[config.mk]
export PLATFORM = sky130hd
export DESIGN_NAME = apb_master_bridge
export DESIGN_NICKNAME = d
export VERILOG_FILES = /design/src/rtl/apb_master_bridge.sv
export SDC_FILE = /design/constraint.sdc
export NUM_CORES = 1
export LEC_CHECK = 0
export ABC_AREA = 1
export CAP_MARGIN = 20
export CORE_AREA = 2 2 208 128
export DETAILED_ROUTE_END_ITERATION = 10
export DIE_AREA = 0 0 210 130
export GPL_TIMING_DRIVEN = 0
export PLACE_DENSITY = 0.88
export REMOVE_ABC_BUFFERS = 1
export SLEW_MARGIN = 20
export SYNTH_ARGS = -nofsm -noshare
export SYNTH_HDL_FRONTEND = slang
export SYNTH_SLANG_ARGS = --single-unit
[constraint.sdc]
create_clock -name PCLK -period 12.1 [get_ports PCLK]
set_input_delay 2.42 -clock PCLK [delete_from_list [all_inputs] [get_ports PCLK]]
set_output_delay 2.42 -clock PCLK [all_outputs]
set_load 0.02 [all_outputs]
[src/rtl/apb_master_bridge.sv]
// Command-FIFO fed APB master: queues read/write commands and runs one APB transfer at a time.
// Optional macro APB_MASTER_TIMEOUT_EN bounds the ACCESS phase and flags an error response.
module apb_master_bridge #(
    parameter int unsigned ADDR_WIDTH     = 32,
    parameter int unsigned DATA_WIDTH     = 32,
    parameter int unsigned FIFO_DEPTH     = 4,
    parameter int unsigned TIMEOUT_CYCLES = 16
) (
    input  logic                  PCLK,
    input  logic                  PRESETn,
    input  logic                  cmd_valid,
    output logic                  cmd_ready,
    input  logic                  cmd_write,
    input  logic [ADDR_WIDTH-1:0] cmd_addr,
    input  logic [DATA_WIDTH-1:0] cmd_wdata,
    output logic                  rsp_valid,
    input  logic                  rsp_ready,
    output logic                  rsp_write,
    output logic [DATA_WIDTH-1:0] rsp_rdata,
    output logic                  rsp_err,
    output logic                  PSEL,
    output logic                  PENABLE,
    output logic                  PWRITE,
    output logic [ADDR_WIDTH-1:0] PADDR,
    output logic [DATA_WIDTH-1:0] PWDATA,
    input  logic [DATA_WIDTH-1:0] PRDATA,
    input  logic                  PREADY
);

    localparam int unsigned PTR_W = $clog2(FIFO_DEPTH);
    localparam int unsigned CNT_W = $clog2(FIFO_DEPTH + 1);

    typedef enum logic [1:0] {
        IDLE,
        SETUP,
        ACCESS,
        RESP
    } state_t;

    state_t                  state_q, state_d;
    logic [PTR_W-1:0]        wr_ptr_q, rd_ptr_q;
    logic [CNT_W-1:0]        count_q, count_d;
    logic                    push_c, pop_c;

    logic                    fifo_write [FIFO_DEPTH];
    logic [ADDR_WIDTH-1:0]   fifo_addr  [FIFO_DEPTH];
    logic [DATA_WIDTH-1:0]   fifo_wdata [FIFO_DEPTH];

    logic                    psel_d, penable_d, pwrite_d;
    logic [ADDR_WIDTH-1:0]   paddr_d;
    logic [DATA_WIDTH-1:0]   pwdata_d;
    logic                    rsp_valid_d, rsp_write_d, rsp_err_d;
    logic [DATA_WIDTH-1:0]   rsp_rdata_d;

`ifdef APB_MASTER_TIMEOUT_EN
    localparam int unsigned TCNT_W = $clog2(TIMEOUT_CYCLES + 1);
    logic [TCNT_W-1:0]       tcnt_q, tcnt_d;
`else
    logic                    unused_timeout;
    assign unused_timeout = ^32'(TIMEOUT_CYCLES);
`endif

    assign push_c = cmd_valid && cmd_ready;

    // Command storage; contents need no reset since count gates every read.
    always_ff @(posedge PCLK) begin
        if (push_c) begin
            fifo_write[wr_ptr_q] <= cmd_write;
            fifo_addr[wr_ptr_q]  <= cmd_addr;
            fifo_wdata[wr_ptr_q] <= cmd_wdata;
        end
    end

    // Next-state and next-output logic for the transfer FSM.
    always_comb begin
        state_d     = state_q;
        pop_c       = 1'b0;
        psel_d      = PSEL;
        penable_d   = PENABLE;
        pwrite_d    = PWRITE;
        paddr_d     = PADDR;
        pwdata_d    = PWDATA;
        rsp_valid_d = rsp_valid;
        rsp_write_d = rsp_write;
        rsp_rdata_d = rsp_rdata;
        rsp_err_d   = rsp_err;
`ifdef APB_MASTER_TIMEOUT_EN
        tcnt_d      = tcnt_q;
`endif
        case (state_q)
            IDLE: begin
                psel_d    = 1'b0;
                penable_d = 1'b0;
                if (count_q != '0) begin
                    pop_c     = 1'b1;
                    psel_d    = 1'b1;
                    pwrite_d  = fifo_write[rd_ptr_q];
                    paddr_d   = fifo_addr[rd_ptr_q];
                    pwdata_d  = fifo_write[rd_ptr_q] ? fifo_wdata[rd_ptr_q] : '0;
                    state_d   = SETUP;
                end
            end
            SETUP: begin
                penable_d = 1'b1;
                state_d   = ACCESS;
`ifdef APB_MASTER_TIMEOUT_EN
                tcnt_d    = '0;
`endif
            end
            ACCESS: begin
                if (PREADY) begin
                    rsp_rdata_d = PWRITE ? '0 : PRDATA;
                    rsp_write_d = PWRITE;
                    rsp_err_d   = 1'b0;
                    rsp_valid_d = 1'b1;
                    psel_d      = 1'b0;
                    penable_d   = 1'b0;
                    state_d     = RESP;
                end
`ifdef APB_MASTER_TIMEOUT_EN
                else if (tcnt_q == TCNT_W'(TIMEOUT_CYCLES - 1)) begin
                    rsp_rdata_d = '0;
                    rsp_write_d = PWRITE;
                    rsp_err_d   = 1'b1;
                    rsp_valid_d = 1'b1;
                    psel_d      = 1'b0;
                    penable_d   = 1'b0;
                    state_d     = RESP;
                end else begin
                    tcnt_d = tcnt_q + TCNT_W'(1);
                end
`endif
            end
            RESP: begin
                if (rsp_ready) begin
                    rsp_valid_d = 1'b0;
                    state_d     = IDLE;
                end
            end
            default: state_d = IDLE;
        endcase
        count_d = count_q + CNT_W'(push_c) - CNT_W'(pop_c);
    end

    // All state and outputs; cmd_ready is precomputed from the next count.
    always_ff @(posedge PCLK) begin
        if (!PRESETn) begin
            state_q   <= IDLE;
            wr_ptr_q  <= '0;
            rd_ptr_q  <= '0;
            count_q   <= '0;
            cmd_ready <= 1'b0;
            PSEL      <= 1'b0;
            PENABLE   <= 1'b0;
            PWRITE    <= 1'b0;
            PADDR     <= '0;
            PWDATA    <= '0;
            rsp_valid <= 1'b0;
            rsp_write <= 1'b0;
            rsp_rdata <= '0;
            rsp_err   <= 1'b0;
`ifdef APB_MASTER_TIMEOUT_EN
            tcnt_q    <= '0;
`endif
        end else begin
            state_q   <= state_d;
            if (push_c) wr_ptr_q <= wr_ptr_q + PTR_W'(1);
            if (pop_c)  rd_ptr_q <= rd_ptr_q + PTR_W'(1);
            count_q   <= count_d;
            cmd_ready <= (count_d != CNT_W'(FIFO_DEPTH));
            PSEL      <= psel_d;
            PENABLE   <= penable_d;
            PWRITE    <= pwrite_d;
            PADDR     <= paddr_d;
            PWDATA    <= pwdata_d;
            rsp_valid <= rsp_valid_d;
            rsp_write <= rsp_write_d;
            rsp_rdata <= rsp_rdata_d;
            rsp_err   <= rsp_err_d;
`ifdef APB_MASTER_TIMEOUT_EN
            tcnt_q    <= tcnt_d;
`endif
        end
    end

endmodule

# Word-level counts from Yosys, hierarchy flattened
# Memories as Yosys holds them, arrays and structs flattened. A register that Yosys moved wholly into a read port is not among the register bits.
# Index checks and enable logic that the tools add are counted.
# op_classes
n_addsub,4
mul,0
n_div,0
order_cmp,0
eq_ne,7
shift,0
mux,20
bitwise,0
reduce_logical,13
# op_table
cell,count
32-bit two-way mux,2
2-bit two-way mux,7
2-bit one-hot mux with 4 select lines,1
2-bit AND reduction,4
1-bit two-way mux,7
"2-bit inequality test, second input constant",3
3-bit AND reduction,2
3-bit nonzero test,2
"2-bit by 1-bit adder with 2-bit output, second input constant",2
"2-bit equality test, second input constant",2
1-bit one-hot mux with 2 select lines,2
2-bit nonzero test,2
3-bit by 1-bit adder with 3-bit output,1
"3-bit inequality test, second input constant",1
1-bit one-hot mux with 3 select lines,1
3-bit by 1-bit subtractor with 3-bit output,1
"2-bit by 1-bit equality test with 1-bit output, second input constant",1
2-bit logical NOT,1
1-bit logical AND,1
1-bit logical NOT,1
# totals
register_bits,79
latchBits,0
mem_bits_rw,260
mem_bits_ro,0
input_bits,102
out_inout_bits,103
n_memories,3
# mem_list
memory,words,word_bits,rd,rd_ports_with_merged_regs,write_ports,line,text
fifo_addr,4,32,1,1,1,46,logic [ADDR_WIDTH-1:0] fifo_addr [FIFO_DEPTH];
fifo_wdata,4,32,1,1,1,47,logic [DATA_WIDTH-1:0] fifo_wdata [FIFO_DEPTH];
fifo_write,4,1,1,1,1,45,logic fifo_write [FIFO_DEPTH];

# Logic depth before layout (Yosys ltp)
# Gate-level depths: netlist of the first run.
# logic_depth
ltp_word,5
ltp_mapped,17

# Worst setup path after synthesis of the first run
# Ideal clock, no wire load.
# synth_path
path_type,input to register
start,input cmd_valid
end,memory fifo_addr[0][0] (enable)
setup_time_ns,0.489
arrival_ns,5.318
required_ns,11.611
slack_ns,6.293
stages,2
path_buffers,0
path_cell_list,nand2_1 nor2_1
# synth_via
elab_chain_cells,3
# synth_lines
element,line,text
from (decl),11,"input logic cmd_valid,"
1-bit logical AND,63,assign push_c = cmd_valid && cmd_ready;
1-bit two-way mux,67,if (push_c) begin
1-bit two-way mux (implied by the code),69,fifo_addr[wr_ptr_q] <= cmd_addr;
to (decl),46,
# Every way passes these cells.

# Worst setup path in the final report of the first run
# layout_path
start,input cmd_valid
end,register cmd_ready
# layout_via
elab_chain_cells,4
# layout_lines
element,line,text
1-bit logical AND,63,
3-bit by 1-bit adder with 3-bit output,142,count_d = count_q + CNT_W'(push_c) - CNT_W'(pop_c);
3-bit by 1-bit subtractor with 3-bit output,142,
3-bit inequality test,170,cmd_ready <= (count_d != CNT_W'(FIFO_DEPTH));
to (signal assigned),170,
to (decl),12,"output logic cmd_ready,"
# Every way passes these cells.
# A chain may end at the register's enable or synchronous reset.

==> flow_metrics.tcl, run 1 <==
set metrics [dict create \
    syn_area_per_cell_um2 10.7 \
    drive_above_1_share_pct 8.23 \
    ant_nets 0 \
    postCtsSetupRepairBufs 0 \
    outcome "completed" \
    cts_sinks 373 \
    worst_slew_pin_slew_ps 1000 \
    start_kind "input pin" \
    row_count 46 \
    p_leak_uw 0.00704 \
    p_int_uw 2780 \
    post_cts_resized 0 \
    clk_pin_slew_ps 60 \
    cellPowerDensity_nw_per_um2 228 \
    initial_core_util_pct 57.4 \
    synth_edf_count 260 \
    rsz0062_at_grt "false" \
    worstPathMaxFanout 9 \
    maxCapViolCount 0 \
    post-route-period-util_pct 35.8 \
    cts_hold_buf 0 \
    relSlewSlack_pct 32.8 \
    viasPerCell 5.32 \
    grt_pass1_wl_um 51100 \
    grt_antenna_before_repair 0 \
    slew_violations 0 \
    max_freq_mhz 231 \
    synthTopCellsByCount "nand2_1 (264), edfxtp_1 (260), nor2_1 (178)" \
    synth.area.top_cells "edfxtp_1 (53%), dfxtp_1 (15%), nand2_1 (6.7%)" \
    clockPowerShare_pct 28.1 \
    nFillCells 1634 \
    yosysSeqAreaShare_pct 68.2 \
    crit_family "adder cells" \
    criticalPathCategory "input pin to register" \
    path_cells "clkdlybuf4s50_1, nand2_1, ha_1, inv_1, ha_1, inv_1, fa_1, xnor2_1, inv_1, nand2_1, nand2_1, o21ai_0, inv_1" \
    yosysUniqueCellTypes 30 \
    fin_nets 1680 \
    syn2layout_area_growth_pct 25.1 \
    cp.arrival_ps 4760 \
    setup_viol 0 \
    synth_seq_cells 373 \
    switchingPower_uw 1430 \
    wl_per_cell_um 17.2 \
    slowest_stage "clkdlybuf4s50_1" \
    syn_inst 1386 \
    cts_buffer_depth 3 \
    overflow 0 \
    dieHeight_um 130 \
    hold_ws_ps 460 \
    synth_top_cell_by_area "edfxtp_1" \
    die_w_um 210 \
    timing.final.hold_violations 0 \
    synth.top_cell.area_share_pct 52.8 \
    ios 205 \
    final_util_pct 71.8 \
    synth_warnings 0 \
    gr-usage-all-layers_pct 24.1 \
    core_area_um2 25700 \
    first_iter_violations 857 \
    timing.critical_path.to_type "register" \
    seqPwrFrac_pct 40.9 \
    synth_flop_cell "edfxtp_1" \
    place_hpwl_um 19900 \
    power_frac_comb_pct 31.0 \
    cts_buffers 35 \
    route.detailed.drc 0 \
    yosysMostFrequentCell "nand2_1" \
    first_global_vias 9975 \
    netlist_area_um2 14800 \
    clockRootBuffer "clkbuf_16" \
    htree_levels 2 \
    num_vias 10300 \
    dieArea_um2 27300 \
    grt_max_degree 72 \
    max_stage_delay_ps 460 \
    gp_congestion 0.737 \
    tns_ps 0 \
    power.share.switching_pct 34.0 \
    async_flop_share_pct 0 \
    critPathRequiredTime_ps 12520 \
    vdd_drop_max_uv 124 \
    drt_pass1_iterations 5 \
    cts_tree "done" \
    port_buffers 203 \
    total_power_uw 4210 \
    hold_class "register to register" \
    wl_um 33200 \
    finClkSkew_ps 27.9 \
    cpMostUsedCell "inv_1" \
    fin_crit_ps 4330 \
    clkLatencyLatePin_ps 530 \
    path_buf_inv 5 \
]
[through the flow]
stage                     cells  setup slack, ps  cell area (um^2)
after floorplan            1309             6290             14300
after global placement     1848             3590             16800
after detailed placement   1864             7200             17200
after CTS                  1927             7760             18500
after global routing       1927             7550             18500
final                      1929             7770             18500
[cell type report]
cell class                 count  area (um^2)  area share [%]
antenna                        2         5.00          0.0271
clock buffer                  46         1030            5.58
clock inverter                17          229            1.24
inverter                     160          612            3.31
multi-input combinational    776         3660            19.8
sequential                   373        10100            54.5
tap                          336          420            2.28
timing repair buffer         219         2440            13.2
[placed cells by master, fill, tap and decap left out, drive strengths merged, types with 3 or more instances in the layout]
master,n
inv,158
dfxtp,113
edfxtp,260
buf,17
clkinv,11
o21ai,137
ha,12
nand2,267
bufinv,5
clkinvlp,3
a22oi,5
a21oi,67
clkdlybuf4s50,202
clkbuf,46
nor2,179
nand3,101
[registers in the layout, indices dropped and copies added, names as in the netlist, 3 cells and up, named ones only]
name        count
fifo_addr     128
fifo_wdata    128
PADDR          32
PWDATA         32
rsp_rdata      32
fifo_write      4
count_q         3
[worst reg2reg max path, delay by kind of cell (launching register included)]
kind,cells,cell delay (ps)
xor gates and xnor gates,1,190
buffers and inverters,8,1120
adders and majority gates,4,1120
DFF,1,410
AOI/OAI and AO/OA,1,140
and+or+nand+nor,3,350
[cell families after synthesis]
logic type | after synthesis | share of synthesized area, %
DFF | 373 | 68.2
and+or+nand+nor | 551 | 15.7
xor gates and xnor gates | 1 | 0.0593
buffers and inverters | 237 | 7.28
adders and majority gates | 13 | 1.15
other | 1 | 0.0254
AOI/OAI and AO/OA | 210 | 7.67
[power groups by stage]
stage	logic (uW)	clock network [uW]	registers [uW]
after floorplan	621	0	1840
after global placement	1200	0	1750
after detailed placement	1290	0	1740
after CTS	1310	1200	1720
after global routing	1430	1240	1740
final	1310	1180	1720
[final timing paths]
kind                                  end  slack (ps)  cells past startpoint        from
worst max-delay path            cmd_ready        7770                     13   cmd_valid
worst min-delay path              PENABLE         460                      2     PENABLE
worst min register to register    PENABLE         460                      2     PENABLE
worst max register to register  cmd_ready        8670                     17  state_q[0]
[layer usage]
layer | global-route usage [%] | part of all wire [%]
met5 | 0 | 0
met2 | 41.0 | 49
met4 | 8.22 | 2.3
met1 | 31.6 | 42
met3 | 4.86 | 7.0
Note: power is estimated with default switching activity, not from simulation.
==> run 2: changes to the inputs <==
--- a/config.mk
+++ b/config.mk
@@ -7,11 +7,11 @@
 export LEC_CHECK = 0
 export ABC_AREA = 1
 export CAP_MARGIN = 20
-export CORE_AREA = 2 2 208 128
+export CORE_AREA = 2 2 228 140
 export DETAILED_ROUTE_END_ITERATION = 10
-export DIE_AREA = 0 0 210 130
+export DIE_AREA = 0 0 230 142
 export GPL_TIMING_DRIVEN = 0
-export PLACE_DENSITY = 0.88
+export PLACE_DENSITY = 0.79
 export REMOVE_ABC_BUFFERS = 1
 export SLEW_MARGIN = 20
 export SYNTH_ARGS = -nofsm -noshare
==> constraint.sdc (replaced) <==
create_clock -name PCLK -period 3.6 [get_ports PCLK]
set_input_delay 0.72 -clock PCLK [delete_from_list [all_inputs] [get_ports PCLK]]
set_output_delay 0.72 -clock PCLK [all_outputs]
set_load 0.02 [all_outputs]
==> flow_metrics.tcl, run 2 (synthesized netlist as in run 1, its figures left out) <==
set metrics [dict create \
    outcome "completed" \
    vdd_drop_max_uv 394 \
    layout_commonest_cell "nand2_1" \
    ios 205 \
    grt_antenna_before_repair 4 \
    worst_slew_pin_slew_ps 1030 \
    nFillCells 2480 \
    route.detailed.drc 0 \
    postCtsSetupRepairBufs 0 \
    drt_pass1_iterations 5 \
    cts_buffer_depth 3 \
    rsz0062_at_grt "false" \
    reg2reg_setup_slack_ps 270 \
    switchingPower_uw 4840 \
    drive_above_1_share_pct 7.97 \
    slowest_stage "dfxtp_1" \
    htree_levels 2 \
    hold_class "register to register" \
    viasPerCell 5.03 \
    clk_pin_slew_ps 70 \
    gr-usage-all-layers_pct 20.4 \
    row_count 50 \
    timing.final.hold_violations 0 \
    fin_nets 1684 \
    clkLatencyLatePin_ps 530 \
    grt_pass1_wl_um 51800 \
    place_hpwl_um 20600 \
    setup_slack_ps 270 \
    cts_tree "done" \
    dieHeight_um 142 \
    grt_max_degree 69 \
    cp.arrival_ps 3740 \
    core_area_um2 30700 \
    top_regs "fifo_addr x128, fifo_wdata x128" \
    worstPathMaxFanout 40 \
    fin_area_um2 18600 \
    criticalPathCategory "register to register" \
    seqPwrFrac_pct 39.7 \
    cts_sinks 373 \
    cpMostUsedCell "inv_1" \
    initial_core_util_pct 48.2 \
    final_cell_mix "nand2_1 (264), edfxtp_1 (260), clkdlybuf4s50_1 (202)" \
    slew_violations 0 \
    die_w_um 230 \
    start_kind "register" \
    fin_crit_ps 3330 \
    wl_per_cell_um 16.9 \
    total_power_uw 14000 \
    first_iter_violations 663 \
    dpl_cell_area_um2 17400 \
    port_buffers 203 \
    place_worst_setup_slack_ps 1.23 \
    ant_nets 0 \
    gp_congestion 0.708 \
    setup_viol 0 \
    num_vias 10100 \
    maxCapViolCount 0 \
    overflow 0 \
    wl_um 33900 \
    dieArea_um2 32700 \
    timing.critical_path.to_type "register" \
    first_global_vias 9656 \
    clockPowerShare_pct 26.7 \
    max_stage_delay_ps 420 \
    finClkSkew_ps 19.1 \
    path_cells "inv_1, ha_2, nand2_8, buf_12, inv_6, buf_16, ha_1, inv_1, ha_1, inv_1, fa_1, xnor2_1, inv_1, nand2_1, nand2_1, o21ai_0, inv_1" \
    cts_buffers 35 \
    relSlewSlack_pct 31.2 \
    critPathRequiredTime_ps 4010 \
    clockRootBuffer "clkbuf_16" \
    power_frac_comb_pct 33.6 \
    p_leak_uw 0.00701 \
    power.share.switching_pct 34.5 \
    cellPowerDensity_nw_per_um2 757 \
    post-route-period-util_pct 92.5 \
    max_freq_mhz 300 \
    syn2layout_area_growth_pct 25.6 \
    p_int_uw 9200 \
]
run 2: cell count changes in the layout (fill, tap and decap cells not counted), sizes merged:
cell	before	now
buf	17	20
inv	158	160
clkbuf	46	42
clkinv	11	14
clkinvlp	3	2
run 2: layout make-up:
| class | count | area (um^2) | area share, % |
|---|---|---|---|
| Multi-Input combinational cell | 776 | 3680 | 19.8 |
| Clock buffer | 41 | 908 | 4.89 |
| Sequential cell | 373 | 10100 | 54.3 |
| Inverter | 160 | 616 | 3.32 |
| Clock inverter | 21 | 240 | 1.29 |
| Antenna cell | 2 | 5.00 | 0.0270 |
| Timing Repair Buffer | 223 | 2510 | 13.6 |
| Tap cell | 416 | 520 | 2.80 |
run 2: path summary, 6_finish.rpt:
| path | startpoint | end | cells past startpoint |
|---|---|---|---|
| max reg2reg | state_q[0] | cmd_ready | 17 |
| max | state_q[0] | cmd_ready | 17 |
| min reg2reg | PENABLE | PENABLE | 2 |
| min | PENABLE | PENABLE | 2 |
run 2: metal layers:
metal / track usage (%) / part of all wire [%] / up-vias
li1: - / - / 4943
met1: 26.9 / 44 / 4817
met2: 33.8 / 47 / 282
met3: 3.93 / 5.7 / 67
met4: 7.84 / 3.0 / 2
met5: 0 / 0.038 / -
run 2: what timing repair did:
item | in CTS | in global routing
resized for setup | 1 | 2
hold buffers | 0 | 0
gates cloned | 0 | 1
setup endpoints to repair | 1 | 1
run 2: critical path, delay by kind of cell, from the launching register on:
kind,cells,cell delay [ps]
AO/OA/AOI/OAI,1,150
XOR/XNOR,1,190
adder cells (fa/ha/maj),4,1080
buffers and inverters,8,970
flip-flops,1,420
AND/OR/NAND/NOR,3,370
run 2: power by group through the flow:
stage	combinational, uW	clock, uW	sequential [uW]
6_report	4720	3750	5580
5_1_grt	5160	4010	5650
4_1_cts	4690	3830	5580
3_5_place_dp	4650	0	5660
3_3_place_gp	4100	0	5890
2_1_floorplan	2090	0	6180
run 2: per-stage QoR:
stage	setup TNS (ps)	hold slack [ps]	utilization (%)	cells
after CTS	0	467	60.4	2009
after detailed placement	0	455	56.6	1947
final	0	467	60.5	2012
after global routing	0	475	60.5	2012
after global placement	-947810	449	55.0	1928
after floorplan	-131790	490	-	1309
==> run 3: changes to the inputs <==
--- a/config.mk
+++ b/config.mk
@@ -7,13 +7,15 @@
 export LEC_CHECK = 0
 export ABC_AREA = 1
 export CAP_MARGIN = 20
-export CORE_AREA = 2 2 228 140
+export CORE_AREA = 2 2 215 132
+export CTS_CLUSTER_DIAMETER = 40
 export DETAILED_ROUTE_END_ITERATION = 10
-export DIE_AREA = 0 0 230 142
+export DIE_AREA = 0 0 217 134
 export GPL_TIMING_DRIVEN = 0
-export PLACE_DENSITY = 0.79
+export PLACE_DENSITY = 0.84
 export REMOVE_ABC_BUFFERS = 1
 export SLEW_MARGIN = 20
 export SYNTH_ARGS = -nofsm -noshare
 export SYNTH_HDL_FRONTEND = slang
 export SYNTH_SLANG_ARGS = --single-unit
+export TNS_END_PERCENT = 100
==> constraint.sdc (replaced) <==
create_clock -name PCLK -period 3.2 [get_ports PCLK]
set_input_delay 0.64 -clock PCLK [delete_from_list [all_inputs] [get_ports PCLK]]
set_output_delay 0.64 -clock PCLK [all_outputs]
set_load 0.02 [all_outputs]
==> flow_metrics.tcl, run 3 (synthesized netlist as in run 1, its figures left out) <==
set metrics [dict create \
    outcome "completed" \
    overflow 0 \
    initial_core_util_pct 54.4 \
    holdPathStages 2 \
    fin_nets 1685 \
    row_count 47 \
    cp.arrival_ps 3340 \
    first_iter_violations 881 \
    critPathRequiredTime_ps 3610 \
    drive_above_1_share_pct 8.20 \
    place_worst_setup_slack_ps -77.8 \
    clockRootBuffer "clkbuf_16" \
    worst_slew_pin_slew_ps 1030 \
    gr-usage-all-layers_pct 23.2 \
    die_w_um 217 \
    cts_tree "done" \
    slew_violations 0 \
    postCtsSetupRepairBufs 0 \
    cts_buffer_depth 3 \
    hold_end "PWDATA[28]" \
    path_cells "inv_1, ha_2, nand2_8, buf_16, inv_12, ha_1, inv_1, ha_1, inv_1, fa_1, xnor2_1, inv_1, nand2_1, nand2_1, o21ai_0, inv_1" \
    first_global_vias 10200 \
    maxCapViolCount 0 \
    total_power_uw 15700 \
    start_kind "register" \
    reg2reg_from "state_q[0]" \
    rsz0062_at_grt "false" \
    slowest_stage "dfxtp_1" \
    viasPerCell 5.20 \
    relSlewSlack_pct 30.8 \
    dieHeight_um 134 \
    num_vias 10200 \
    max_freq_mhz 341 \
    cts_buffers 36 \
    cts_hold_buf 0 \
    drt_pass1_iterations 5 \
    wl_per_cell_um 17.1 \
    timing.critical_path.to_type "register" \
    final_cell_mix "nand2_1 (264), edfxtp_1 (260), clkdlybuf4s50_1 (202)" \
    layout_commonest_cell "nand2_1" \
    cpMostUsedCell "inv_1" \
    worstPathMaxFanout 31 \
    syn2layout_area_growth_pct 25.2 \
    min_from "PWDATA[28]" \
    dieArea_um2 29100 \
    r2r-end "cmd_ready" \
    setup_viol 0 \
    place_hpwl_um 20400 \
    path_buf_inv 7 \
    grt_max_degree 69 \
    crit_family "adder cells" \
    criticalPathCategory "register to register" \
    hold_class "register to register" \
    finClkSkew_ps 21.1 \
    multi_input_area_um2 3680 \
    ant_nets 0 \
    nFillCells 1972 \
    vdd_drop_max_uv 474 \
    top_regs "fifo_addr x128, fifo_wdata x128" \
    max_stage_delay_ps 400 \
    route.detailed.drc 0 \
    grt_pass1_wl_um 52900 \
    ios 205 \
    gp_congestion 0.706 \
    timing.final.hold_violations 0 \
    grt_antenna_before_repair 1 \
    reg2reg_setup_slack_ps 270 \
    port_buffers 203 \
    seqCellArea_um2 10100 \
    cts_sinks 373 \
    post-route-period-util_pct 91.6 \
    fin_crit_ps 2930 \
    htree_levels 2 \
    wl_um 33700 \
    core_area_um2 27200 \
    clkLatencyLatePin_ps 530 \
    ff2ff_path_depth 16 \
    p_leak_uw 0.00702 \
    clk_pin_slew_ps 60 \
    setup_slack_ps 268 \
    cellPowerDensity_nw_per_um2 851 \
]
-- run 3: repair_timing --
action | in CTS | in global routing
gates cloned | 1 | 0
pin swaps | 0 | 0
gates resized for setup | 1 | 5
endpoints found under the setup margin | 1 | 2
-- run 3: power breakdown --
| group | leakage, uW | internal (uW) | switching, uW |
|---|---|---|---|
| Combinational | 0.00317 | 1980 | 3190 |
| Sequential | 0.00328 | 5920 | 482 |
| Clock | 0.000566 | 2380 | 1790 |
| Total | 0.00702 | 10300 | 5460 |
-- run 3: per-layer routing --
metal / wire [um] / GRT usage [%] / vias up
li1: - / - / 4939
met1: 14300 / 30.6 / 4890
met2: 16300 / 38.6 / 337
met3: 2130 / 4.81 / 66
met4: 912 / 8.52 / 0
met5: 0 / 0 / -
-- run 3: worst max-delay path by stage --
| stage | start | end | slack (ps) | depth (start not counted) |
|---|---|---|---|---|
| 2_1_floorplan | cmd_valid | fifo_addr[0][0] | -830 | 2 |
| 3_3_place_gp | cmd_valid | fifo_addr[0][2] | -3620 | 3 |
| 3_5_place_dp | state_q[0] | cmd_ready | -80 | 16 |
| 4_1_cts | state_q[0] | cmd_ready | 40 | 16 |
| 5_1_grt | state_q[0] | cmd_ready | 4 | 16 |
| 6_report | state_q[0] | cmd_ready | 270 | 16 |
-- run 3: cell type report --
type / count / area share, %
sequential: 373 / 54.5
multi-input combinational: 776 / 19.9
timing repair buffer: 223 / 13.5
clock buffer: 47 / 5.38
inverter: 160 / 3.36
tap: 367 / 2.48
clock inverter: 19 / 0.906
antenna: 1 / 0.0135
-- run 3: worst min-delay path, cell delays in order, from the launching register on --
cell	delay, ps
dfxtp_1	310
nand2_1	60
a21oi_1	50
-- run 3: stage by stage --
stage	instance area [um^2]	utilization, %	instances	setup TNS (ps)	hold slack (ps)
2_1_floorplan	14300	-	1309	-215660	490
3_3_place_gp	16800	61.8	1879	-1021080	448
3_5_place_dp	17300	63.6	1898	-77.8	455
4_1_cts	18500	68.0	1965	0	456
5_1_grt	18500	68.1	1965	0	474
6_report	18500	68.1	1966	0	463
==> RTL edit: new RTL, settings of run 3 <==
Build with the macro `APB_MASTER_TIMEOUT_EN` defined.
--- a/src/rtl/apb_master_bridge.sv
+++ b/src/rtl/apb_master_bridge.sv
@@ -1,4 +1,6 @@
 // Command-FIFO fed APB master: queues read/write commands and runs one APB transfer at a time.
 // Optional macro APB_MASTER_TIMEOUT_EN bounds the ACCESS phase and flags an error response.
+`define APB_MASTER_TIMEOUT_EN
+
 module apb_master_bridge #(
     parameter int unsigned ADDR_WIDTH     = 32,
Function: same outputs for any inputs over 4 cycles, from zero or initial values and one cycle with PRESETn low; that may be too few to reach the edited logic, so the function may still have changed.
==> RTL edit against run 3 <==
- final area rose by 1.6%
- sequential share of layout area shrank 0.23 points
- routed wire length rose by 2.5%
- sequential cell count up 6
- setup slack got worse by 0.047 ns
- power rose by 0.50%
- area after synthesis increased by 1.2%
- clock skew decreased by 0.0038 ns
- critical endpoint unchanged
==> RTL edit: results (changes against run 3) <==
status complete, no violations; Nets 1724 (+2.3%); met1 usage 0.320 (+0.0146); HPWL after detailed placement 20.2 mm (-0.68%); worst-path fanout max 67 (+120%); P_seq 0.00642 W (about the same); cell count after placement 1933 (+1.8%); Rel. slew slack 0.301 (-0.00682); Highest Signal Layer met5; met2 wire len 16.0 mm (-1.9%); clock skew 0.0173 ns (-0.00378 ns); met3 routed WL 2.93 mm (+38%); port buffer count 204 (+0.49%); register area share after synthesis 0.682 (about the same); met3 Track Usage GR 0.0526 (+0.00454); clock network power share 0.280 (+0.015); Slowest-stage cell, CP ha_1; final RePlAce weighted congestion 0.769 (+8.9%); vias in the first global route 10300 (+1.3%); post-synth cell types 33 (+10%); M1 WL 14.9 mm (+4.1%); Synth area leaders edfxtp_1 (52%), dfxtp_1 (16%), nand2_1 (6.1%), nor2_1 (4.5%), nand3_1 (4.3%); DRT Wirelength 34.6 mm (+2.5%); peak supply drop 0.000542 V (+14%); filler instances 1883 (-4.5%); HP Class input port to flip-flop; met2 usage 0.380 (-0.00568); antenna violations before repair 2 (+1); CTS Buf Count 38 (+5.6%); leakage 7.14 nW (+1.7%); switch share 0.344 (-0.00331); DR pass1 iterations 6 (+1); WL per Instance 17.2 µm (+0.51%); slowest stage delay, CP 0.46 ns (+0.06 ns); Hold Path Depth 3 (+1); commonest cells in the netlist edfxtp_1 (260), nand2_1 (243), nor2_1 (181); first-pass GRT wire length 53.3 mm (+0.87%); reported net switching power 0.00544 W (-0.46%); CP Data Arrival Time 3.38 ns (+0.04 ns); R2R setup slack 0.22 ns (-0.05 ns); hold_sp PRESETn; depth of the worst register-to-register path 10 (-6); fraction of layout cells with a size suffix above 1 0.0696 (-0.0123); hold endpoint count_q[1]$_SDFF_PN0_; maximum number of pins on one net before global-route repair 71 (+2.9%)
RTL edit: changes by cell type after synthesis, sizes merged, moves of 3 or more:
cell          run 3  this run
nand3           101       135
nand2           267       246
a21oi            67        78
buf              53        59
dfxtp           113       119
a22oi             5         0
inv             159       162
nor2            179       182
RTL edit: metrics by stage:
| stage | worst slack (ns) | cell area, µm² | utilization | hold WS, ns |
|---|---|---|---|---|
| global route | 0.0676 | 18800 | 0.692 | 0.409 |
| global placement | -3.54 | 17000 | 0.626 | 0.451 |
| detailed placement | -0.346 | 17500 | 0.644 | 0.456 |
| finish | 0.221 | 18800 | 0.692 | 0.384 |
| CTS | 0.0960 | 18800 | 0.690 | 0.356 |
| floorplan | -0.827 | 14500 | - | 0.442 |
RTL edit: cell families after synthesis:
family                   count (synthesis)  share of synthesized area
AND/OR/NAND/NOR                        569                      0.159
flip-flops                             379                      0.682
buffers and inverters                  243                     0.0706
AO/OA/AOI/OAI                          218                     0.0756
adder cells (fa/ha/maj)                 14                     0.0122
XOR/XNOR                                 2                    0.00117
RTL edit: repair_timing:
item | 4_1_cts | 5_1_grt
pin swaps | 0 | 1
resized for setup | 2 | 3
cloned | 0 | 1
endpoints found under the setup margin | 3 | 2
RTL edit: final cells by class:
class	instances	area (µm²)	area share
antenna	1	2.50	0.000133
clock buffer	50	1060	0.0563
clock inverter	19	193	0.0102
inverter	162	626	0.0333
multi-input combinational	804	3760	0.200
sequential	379	10200	0.542
tap	367	459	0.0244
timing repair buffer	223	2500	0.133
RTL edit: worst register-to-register path, cell delays in order, from the launching register on:
cell	delay (ns)
dfxtp_1	0.35
inv_1	0.12
ha_1	0.46
nand2_8	0.29
inv_12	0.43
ha_1	0.35
inv_1	0.06
ha_1	0.17
fa_1	0.45
nor2_1	0.12
a21oi_1	0.07
